==> src/rtl/fma_share_arbiter.sv <==
// fma_share_arbiter: round-robin sharing of one E5M2xE5M2+FP16->FP32 FMA datapath
// among NUM_REQ requesters, with a tag pipeline routing each result back to its issuer
// and a per-requester response register held until the requester accepts it.
module fma_share_arbiter #(
  parameter int unsigned NUM_REQ = 4,
  parameter int unsigned FMA_LAT = 1
) (
  input  logic                    clk,
  input  logic                    rst,
  input  logic [NUM_REQ-1:0]      req_valid,
  output logic [NUM_REQ-1:0]      req_ready,
  input  logic [8*NUM_REQ-1:0]    req_a,
  input  logic [8*NUM_REQ-1:0]    req_b,
  input  logic [16*NUM_REQ-1:0]   req_c,
  output logic [NUM_REQ-1:0]      rsp_valid,
  input  logic [NUM_REQ-1:0]      rsp_ready,
  output logic [32*NUM_REQ-1:0]   rsp_data,
  output logic                    fma_valid,
  output logic [7:0]              fma_a,
  output logic [7:0]              fma_b,
  output logic [15:0]             fma_c,
  input  logic                    fma_out_valid,
  input  logic [31:0]             fma_data,
  output logic                    busy,
  output logic                    err_sync
);

  localparam int unsigned ID_W = $clog2(NUM_REQ);

  logic [ID_W-1:0]    ptr;
  logic [NUM_REQ-1:0] pend;
  logic [NUM_REQ-1:0] eligible;
  logic [NUM_REQ-1:0] grant;
  logic               grant_v;
  logic [ID_W-1:0]    grant_id;
  int unsigned        scan;

  logic [FMA_LAT-1:0] tag_v;
  logic [ID_W-1:0]    tag_id [FMA_LAT];
  logic               tail_v;
  logic [ID_W-1:0]    tail_id;

  // Requesters with an op in flight or awaiting accept are masked; nothing is granted in reset
  assign eligible = req_valid & ~pend & {NUM_REQ{~rst}};
  assign tail_v   = tag_v[FMA_LAT-1];
  assign tail_id  = tag_id[FMA_LAT-1];
  assign busy     = |pend;

  // Round-robin scan starting at ptr: first eligible index wins
  always_comb begin
    grant_v  = 1'b0;
    grant_id = '0;
    scan     = 0;
    for (int unsigned k = 0; k < NUM_REQ; k++) begin
      scan = (32'(ptr) + k) % NUM_REQ;
      if (!grant_v && eligible[ID_W'(scan)]) begin
        grant_v  = 1'b1;
        grant_id = ID_W'(scan);
      end
    end
  end

  // One-hot grant doubles as req_ready and selects the operands issued to the FMA
  always_comb begin
    grant     = '0;
    fma_valid = grant_v;
    fma_a     = '0;
    fma_b     = '0;
    fma_c     = '0;
    for (int i = 0; i < NUM_REQ; i++) begin
      if (grant_v && grant_id == ID_W'(i)) begin
        grant[i] = 1'b1;
        fma_a    = req_a[i*8 +: 8];
        fma_b    = req_b[i*8 +: 8];
        fma_c    = req_c[i*16 +: 16];
      end
    end
  end

  assign req_ready = grant;

  // Tag pipeline mirrors the FMA latency so the tail lines up with fma_out_valid
  always_ff @(posedge clk or posedge rst) begin
    if (rst) begin
      tag_v <= '0;
      for (int i = 0; i < FMA_LAT; i++) tag_id[i] <= '0;
    end else begin
      tag_v[0]  <= grant_v;
      tag_id[0] <= grant_id;
      for (int i = 1; i < FMA_LAT; i++) begin
        tag_v[i]  <= tag_v[i-1];
        tag_id[i] <= tag_id[i-1];
      end
    end
  end

  // Pointer, pending flags, response registers and sticky tag/result mismatch flag
  always_ff @(posedge clk or posedge rst) begin
    if (rst) begin
      ptr       <= '0;
      pend      <= '0;
      rsp_valid <= '0;
      rsp_data  <= '0;
      err_sync  <= 1'b0;
    end else begin
      if (grant_v) begin
        ptr <= (32'(grant_id) == NUM_REQ - 1) ? '0 : grant_id + ID_W'(1);
      end
      if (tail_v != fma_out_valid) err_sync <= 1'b1;
      for (int i = 0; i < NUM_REQ; i++) begin
        if (rsp_valid[i] && rsp_ready[i]) begin
          rsp_valid[i] <= 1'b0;
          pend[i]      <= 1'b0;
        end
        if (tail_v && tail_id == ID_W'(i)) begin
          if (fma_out_valid) begin
            rsp_valid[i]          <= 1'b1;
            rsp_data[i*32 +: 32]  <= fma_data;
          end else begin
            // Result never arrived: release the requester rather than deadlock it
            pend[i] <= 1'b0;
          end
        end
        if (grant[i]) pend[i] <= 1'b1;
      end
    end
  end

endmodule

==> config.mk <==
export PLATFORM = sky130hd
export DESIGN_NAME = fma_share_arbiter
export DESIGN_NICKNAME = d
export VERILOG_FILES = /design/src/rtl/fma_share_arbiter.sv
export SDC_FILE = /design/constraint.sdc
export NUM_CORES = 1
export LEC_CHECK = 0
export BUFFER_PORTS_ARGS = -buffer_cell sky130_fd_sc_hd__buf_2
export CAP_MARGIN = 20
export CORE_ASPECT_RATIO = 2
export CORE_MARGIN = 5
export CORE_UTILIZATION = 42
export DETAILED_ROUTE_END_ITERATION = 7
export GPL_TIMING_DRIVEN = 0
export PLACE_DENSITY = 0.86
export SETUP_SLACK_MARGIN = 0.3
export SKIP_LAST_GASP = 1
export SLEW_MARGIN = 0
export SYNTH_ARGS = -nofsm -noshare
export SYNTH_HDL_FRONTEND = slang
export SYNTH_SLANG_ARGS = --single-unit
export TNS_END_PERCENT = 5
==> constraint.sdc <==
create_clock -name clk -period 4.51 [get_ports clk]
set_input_delay 0.451 -clock clk [delete_from_list [all_inputs] [get_ports clk]]
set_output_delay 0.451 -clock clk [all_outputs]
set_load 0.02 [all_outputs]
### Word level (Yosys, flattened, before mapping)

Cells that the tools add are included.

| word-level totals | value |
|---|---|
| flip-flop bits (word level) | 142 |
| input bits | 171 |
| logic and storage cells | 115 |

| cells by class | value |
|---|---|
| add/subtract/negate cells | 4 |
| order comparisons | 4 |
| eq/ne operators | 7 |
| muxes and demuxes | 61 |
| bitwise gates (word level) | 4 |
| reductions and logical operators | 25 |

Operators by type and width:

| cell | number |
|---|---|
| 16-bit two-way mux | 4 |
| 8-bit two-way mux | 8 |
| 1-bit two-way mux | 40 |
| 1-bit logical AND | 15 |
| 2-bit by 3-bit < comparator with 1-bit output (second input constant) | 4 |
| 2-bit two-way mux | 5 |
| 4-bit AND | 2 |
| 1-bit binary-select mux with 2-bit select | 4 |
| 2-bit == test (second input constant) | 4 |
| 2-bit AND reduction | 4 |
| 2-bit by 1-bit adder with 2-bit output (second input constant) | 2 |
| 2-bit adder (second input constant) | 2 |
| 2-bit by 1-bit == test with 1-bit output (second input constant) | 2 |
| 2-bit logical NOT | 2 |
| 4-bit NOT | 1 |
| 4-bit OR reduction | 1 |
| 1-bit logical NOT | 3 |
| 1-bit inequality test | 1 |
| 1-bit NOT | 1 |

### Longest topological paths before layout

| logic depth | value |
|---|---|
| depth in word-level cells | 21 |
| mapped depth | 11 |
| depth with buffers taken out | 9 |

### Worst setup path after synthesis

Ideal clock, no wire load.

| timing path | value |
|---|---|
| kind | register to output |
| from | register pend[1] |
| to | output port fma_b[7] |
| arrival | 2,444 ps |
| required time | 4,059 ps |
| path slack | 1,615 ps |
| cell stages (with the launch flop) | 10 |
| cell sequence | dfrtp_1 nand2b_2 nor3b_1 or3_1 or2_1 ha_1 buf_2 clkbuf_1 a211o_1 a21oi_1 |

| between the ends | value |
|---|---|
| word-level cells in the longest chain between the ends | 21 |
| elaborated cells between the ends (all ways) | 37 |

RTL lines:

| item | RTL line | RTL |
|---|---|---|
| from (decl) | 31 | `logic [NUM_REQ-1:0] pend;` |
| from (signal assigned) | 101 | `pend <= '0;` |
| from (signal, indexed assignment) | 113 | `pend[i] <= 1'b0;` |
| from (signal, indexed assignment) | 121 | `pend[i] <= 1'b0;` |
| 4-bit NOT * | 44 | `assign eligible = req_valid & ~pend & {NUM_REQ{~rst}};` |
| 4-bit AND * (2 in a row) | 44 |  |
| 1-bit binary-select mux with 2-bit select | 56 | `if (!grant_v && eligible[ID_W'(scan)]) begin` |
| 1-bit two-way mux (implied by the code) | 56 |  |
| 1-bit two-way mux | 56 |  |
| 1-bit logical NOT | 56 |  |
| 1-bit logical AND | 56 |  |
| 1-bit two-way mux | 56 |  |
| [... 2 more ...] | - |  |
| 1-bit two-way mux | 56 |  |
| 1-bit logical NOT | 56 |  |
| 1-bit logical AND | 56 |  |
| 2-bit two-way mux | 56 |  |
| 2-bit logical NOT | 71 | `if (grant_v && grant_id == ID_W'(i)) begin` |
| 1-bit logical AND | 71 |  |
| 8-bit two-way mux (3 in a row) | 71 |  |
| 8-bit two-way mux * | 71 |  |
| to (decl) | 20 | `output logic [7:0] fma_b,` |

Mark *: on every way between the ends. The rest lies on a longest branch, timed or not. The select of a mux whose other input is x is not followed.

### Worst setup path after layout

| timing path | value |
|---|---|
| from | register pend[1] |
| to | output port fma_b[6] |

| between the ends | value |
|---|---|
| word-level cells in the longest chain between the ends | 21 |
| elaborated cells between the ends (all ways) | 37 |

RTL lines:

| item | RTL line | RTL |
|---|---|---|
| 4-bit NOT * | 44 |  |
| 4-bit AND * (2 in a row) | 44 |  |
| 1-bit binary-select mux with 2-bit select | 56 |  |
| 1-bit two-way mux (implied by the code) | 56 |  |
| 1-bit two-way mux | 56 |  |
| 1-bit logical NOT | 56 |  |
| 1-bit logical AND | 56 |  |
| 1-bit two-way mux | 56 |  |
| [... 3 more ...] | - |  |
| 1-bit logical NOT | 56 |  |
| 1-bit logical AND | 56 |  |
| 2-bit two-way mux * | 56 |  |
| via grant_id[0] | 35 | `logic [ID_W-1:0] grant_id;` |
| 2-bit logical NOT | 71 |  |
| 1-bit logical AND | 71 |  |
| 8-bit two-way mux (3 in a row) | 71 |  |
| 8-bit two-way mux * | 71 |  |

Mark *: on every way through the listed nets, which the timed path passes. The rest lies on a longest branch. The select of a mux whose other input is x is not followed.

==> impl_metrics.csv <==
group,metric,value,unit
clocking,cts_resized,0,
clocking,clockRootBuffer,"clkbuf_16",
clocking,clock_latency,420,ps
pwr,p_leak,4.95,nW
logic_synthesis,synth_area,6810,um2
finish,drive_above_1_share,53.6,%
floorplanning,die_y,190,um
setup_path,cp_num_buf_inv,3,
logic_synthesis,synth.avg_cell_area,10.9,um2
timing,setup-tns-final,0,ps
clocking,h-tree-depth,4,
timing,timing.fmax,0.268,GHz
place,gp_congestion,0.983,
pwr,p_per_area,699,nW/um2
pwr,fin_total_pwr,6.62,mW
pwr,swShare,41.4,%
setup_path,crit_chain,"nand2b_2, nor3b_1, or3_1, nor2_1, ha_1, buf_2, clkbuf_1, nand2_1, o21ai_0, o21ai_0, a21oi_1, buf_2",
setup_path,crit_family,"simple AND/OR/NAND/NOR gates",
floorplanning,ioPinCount,342,
global_routing,antenna_found_initial,0,
global_routing,grt_pass1_wl,35.4,mm
floorplanning,rows,66,
clocking,cts_sinks,142,
setup_path,end_kind,"primary output",
floorplanning,core,16100,um2
place,post-dp-hpwl,18.3,mm
finish,area_growth,39.0,%
clocking,cts_made_buffers,17,
clocking,cts_tree,"built",
routing,ant_nets,0,
clocking,clk_pin_slew,70,ps
setup_path,crit_fanout,10,
pwr,pwr-share-clk,22.2,%
global_routing,grt_pass1_vias,6636,
pwr,ir_drop,446,uV
setup_path,crit_type,"flip-flop to primary output",
logic_synthesis,synth_warnings,0,
setup_path,setup.worst_path.start_class,"flip-flop",
timing,tightest_slew,628,ps
setup_path,crit_path_max_incr_delay,410,ps
setup_path,slowest_stage,"clkbuf_1",
logic_synthesis,synth_fp_nets,802,
logic_synthesis,seq_area_frac_synth,52.2,%
timing,relSlewSlack,58.0,%
timing,final.min_clock_period,3740,ps
logic_synthesis,synthCells,627,
timing,finClkSkew,19.2,ps
clocking,post-cts-setup-buffer-count,0,
floorplanning,start_util,42.3,%
run,drv_cap,0,
finish,num_antenna_cells,0,
setup_path,worstPathArrival,3290,ps
pwr,pwr-share-comb,45.2,%
pwr,p_int,3.87,mW
routing,vias,6245,
logic_synthesis,ys_types,41,
clocking,clock_path_buffers,2,
timing,slew_viol_final,0,
timing,finalCritPeriodShare,82.9,%
routing,drt-pass1-iter-count,4,
timing,hold_viol,0,
floorplanning,die_w,100,um
timing,setup_viol,0,
routing,drcViolationCount,0,
finish,fin_util,58.8,%
pwr,switchingPower,2.74,mW
routing,dr.first_iter.drc_count,263,
timing,rsz0062_at_grt,"false",
routing,finalWirelength,23.1,mm
global_routing,gr-total-overflow,0,
routing,wl_per_cell,19.1,um
finish,nets,1165,
outcome,outcome,"completed",
floorplanning,dieArea,19000,um2
setup_path,cp.required,4060,ps
logic_synthesis,synth_seq_cells,142,
worst_hold_path,min_path_type,"input port to asynchronous set/reset pin",
pwr,power_frac_seq,32.6,%
global_routing,grt_max_degree,47,
routing,via_per_inst,5.17,
clocking,cts_hold_buffers,0,
global_routing,track_usage,23.8,%
place,port_buffers,341,
-- per-layer routing --
layer | GRT usage, % | routed length [um]
met5 | 0 | 0
met4 | 9.08 | 565
met3 | 7.49 | 2370
met2 | 38.8 | 11200
met1 | 29.4 | 8920
-- layout by cell type (no fill, tap or decap), drive strengths merged, types with 2 or more instances in the layout --
| cell type | n |
|---|---|
| buf | 366 |
| dfrtp | 142 |
| mux2 | 128 |
| nand2 | 100 |
| a21oi | 62 |
| o21ai | 62 |
| inv | 47 |
| clkbuf | 38 |
| nor2b | 4 |
| and2 | 4 |
| ha | 4 |
| nand2b | 4 |
| a31o | 4 |
| nor2 | 3 |
| or3 | 3 |
| a221oi | 3 |
| a211o | 3 |
| nand3 | 3 |
| clkinv | 3 |
| and2b | 2 |
| nor3 | 2 |
| o21a | 2 |
| bufinv | 2 |
-- stage by stage --
| step | cells | setup slack (ps) | cell area (um2) | hold WS, ps |
|---|---|---|---|---|
| after CTS | 1207 | 748 | 9470 | 158 |
| final | 1207 | 772 | 9470 | 166 |
| after global placement | 1172 | 1210 | 8780 | 459 |
| after floorplan | 627 | 1620 | 6820 | 478 |
| after global routing | 1207 | 558 | 9470 | 195 |
| after detailed placement | 1175 | 1160 | 8840 | 462 |
-- power by group through the flow --
| stage | combinational (mW) | clock (mW) | sequential (mW) |
|---|---|---|---|
| final | 2.99 | 1.47 | 2.16 |
| after global routing | 3.22 | 1.55 | 2.22 |
| after floorplan | 1.26 | 0 | 2.76 |
| after CTS | 3.02 | 1.49 | 2.16 |
| after detailed placement | 3.00 | 0 | 2.17 |
| after global placement | 2.93 | 0 | 2.11 |
-- path summary, 6_finish.rpt --
path	slack [ps]	end	start	cells after the start
setup / recovery	770	fma_b[6]	pend[1]	12
max in group asynchronous	3470	rsp_data[14]	rst	4
setup reg to reg	2030	pend[0]	pend[1]	8
hold reg to reg	480	err_sync	err_sync	1
hold / removal	170	rsp_data[33]	rst	2
min in group clk	250	rsp_valid[3]	rsp_ready[3]	2
-- layout make-up --
type,instances,area [um2]
Buffer,42,235
Clock buffer,18,439
Inverter,39,153
Timing Repair Buffer,344,1770
Tap cell,204,255
Fill cell,1389,6640
Sequential cell,142,3550
Multi-Input combinational cell,404,2880
Clock inverter,14,190
-- synth_stat cells --
cell      instances  share of area (%)
nor2_1            3               0.17
or2_1             1              0.092
and2b_1           2               0.22
buf_2            10               0.73
mux2i_1           1               0.15
nand3b_1          1               0.11
and2_4            4               0.51
o21a_1            2               0.22
clkbuf_2          1              0.073
o22a_1            1               0.13
a31o_2            2               0.26
buf_1             1              0.055
dfrtp_1         142                 52
and3_1            1              0.092
buf_4             5               0.55
mux2_4            7                1.5
nor3_1            2               0.15
a41o_1            1               0.15
or3_1             3               0.28
a221oi_1          3               0.39
nand2b_1          3               0.28
mux2_2          121                 20
nand3_1           1              0.073
or4_1             1               0.11
a21o_1            1               0.11
o21ai_0          62                4.6
nand4_2           1               0.18
nand2b_2          1               0.13
nand3_2           2               0.29
nor2b_1           4               0.37
nor3b_1           1               0.11
inv_4             1              0.092
a21boi_0          1               0.11
buf_6             6               0.99
a21oi_1          62                4.6
a211o_1           3               0.39
nand2_1         100                5.5
inv_1            38                2.1
clkbuf_1         19                1.0
a31o_1            2               0.26
ha_1              4               0.73
-- sequential cells by signal, indices dropped and copies added (netlist names) --
| register | cells |
|---|---|
| rsp_data | 128 |
| ptr | 2 |
| err_sync | 1 |
| rsp_valid | 4 |
| tag_v | 1 |
| pend | 4 |
| tag_id | 2 |
-- worst register-to-register path: cells and delay by family (launching register included) --
kind | cells | cell delay, ps
simple gates | 5 | 1260
flops | 1 | 390
buf+inv | 1 | 280
fa+ha+maj | 1 | 250
compound gates | 1 | 170
-- cells by family (layout without fill, tap and decap cells) --
| group | after synthesis | count (layout) | share of synthesized area (%) |
|---|---|---|---|
| mux | 129 | 129 | 21.7 |
| fa+ha+maj | 4 | 4 | 0.735 |
| flops | 142 | 142 | 52.2 |
| buf+inv | 81 | 457 | 5.64 |
| compound gates | 140 | 140 | 11.1 |
| simple gates | 131 | 131 | 8.67 |
(Power assumes the default switching activity.)
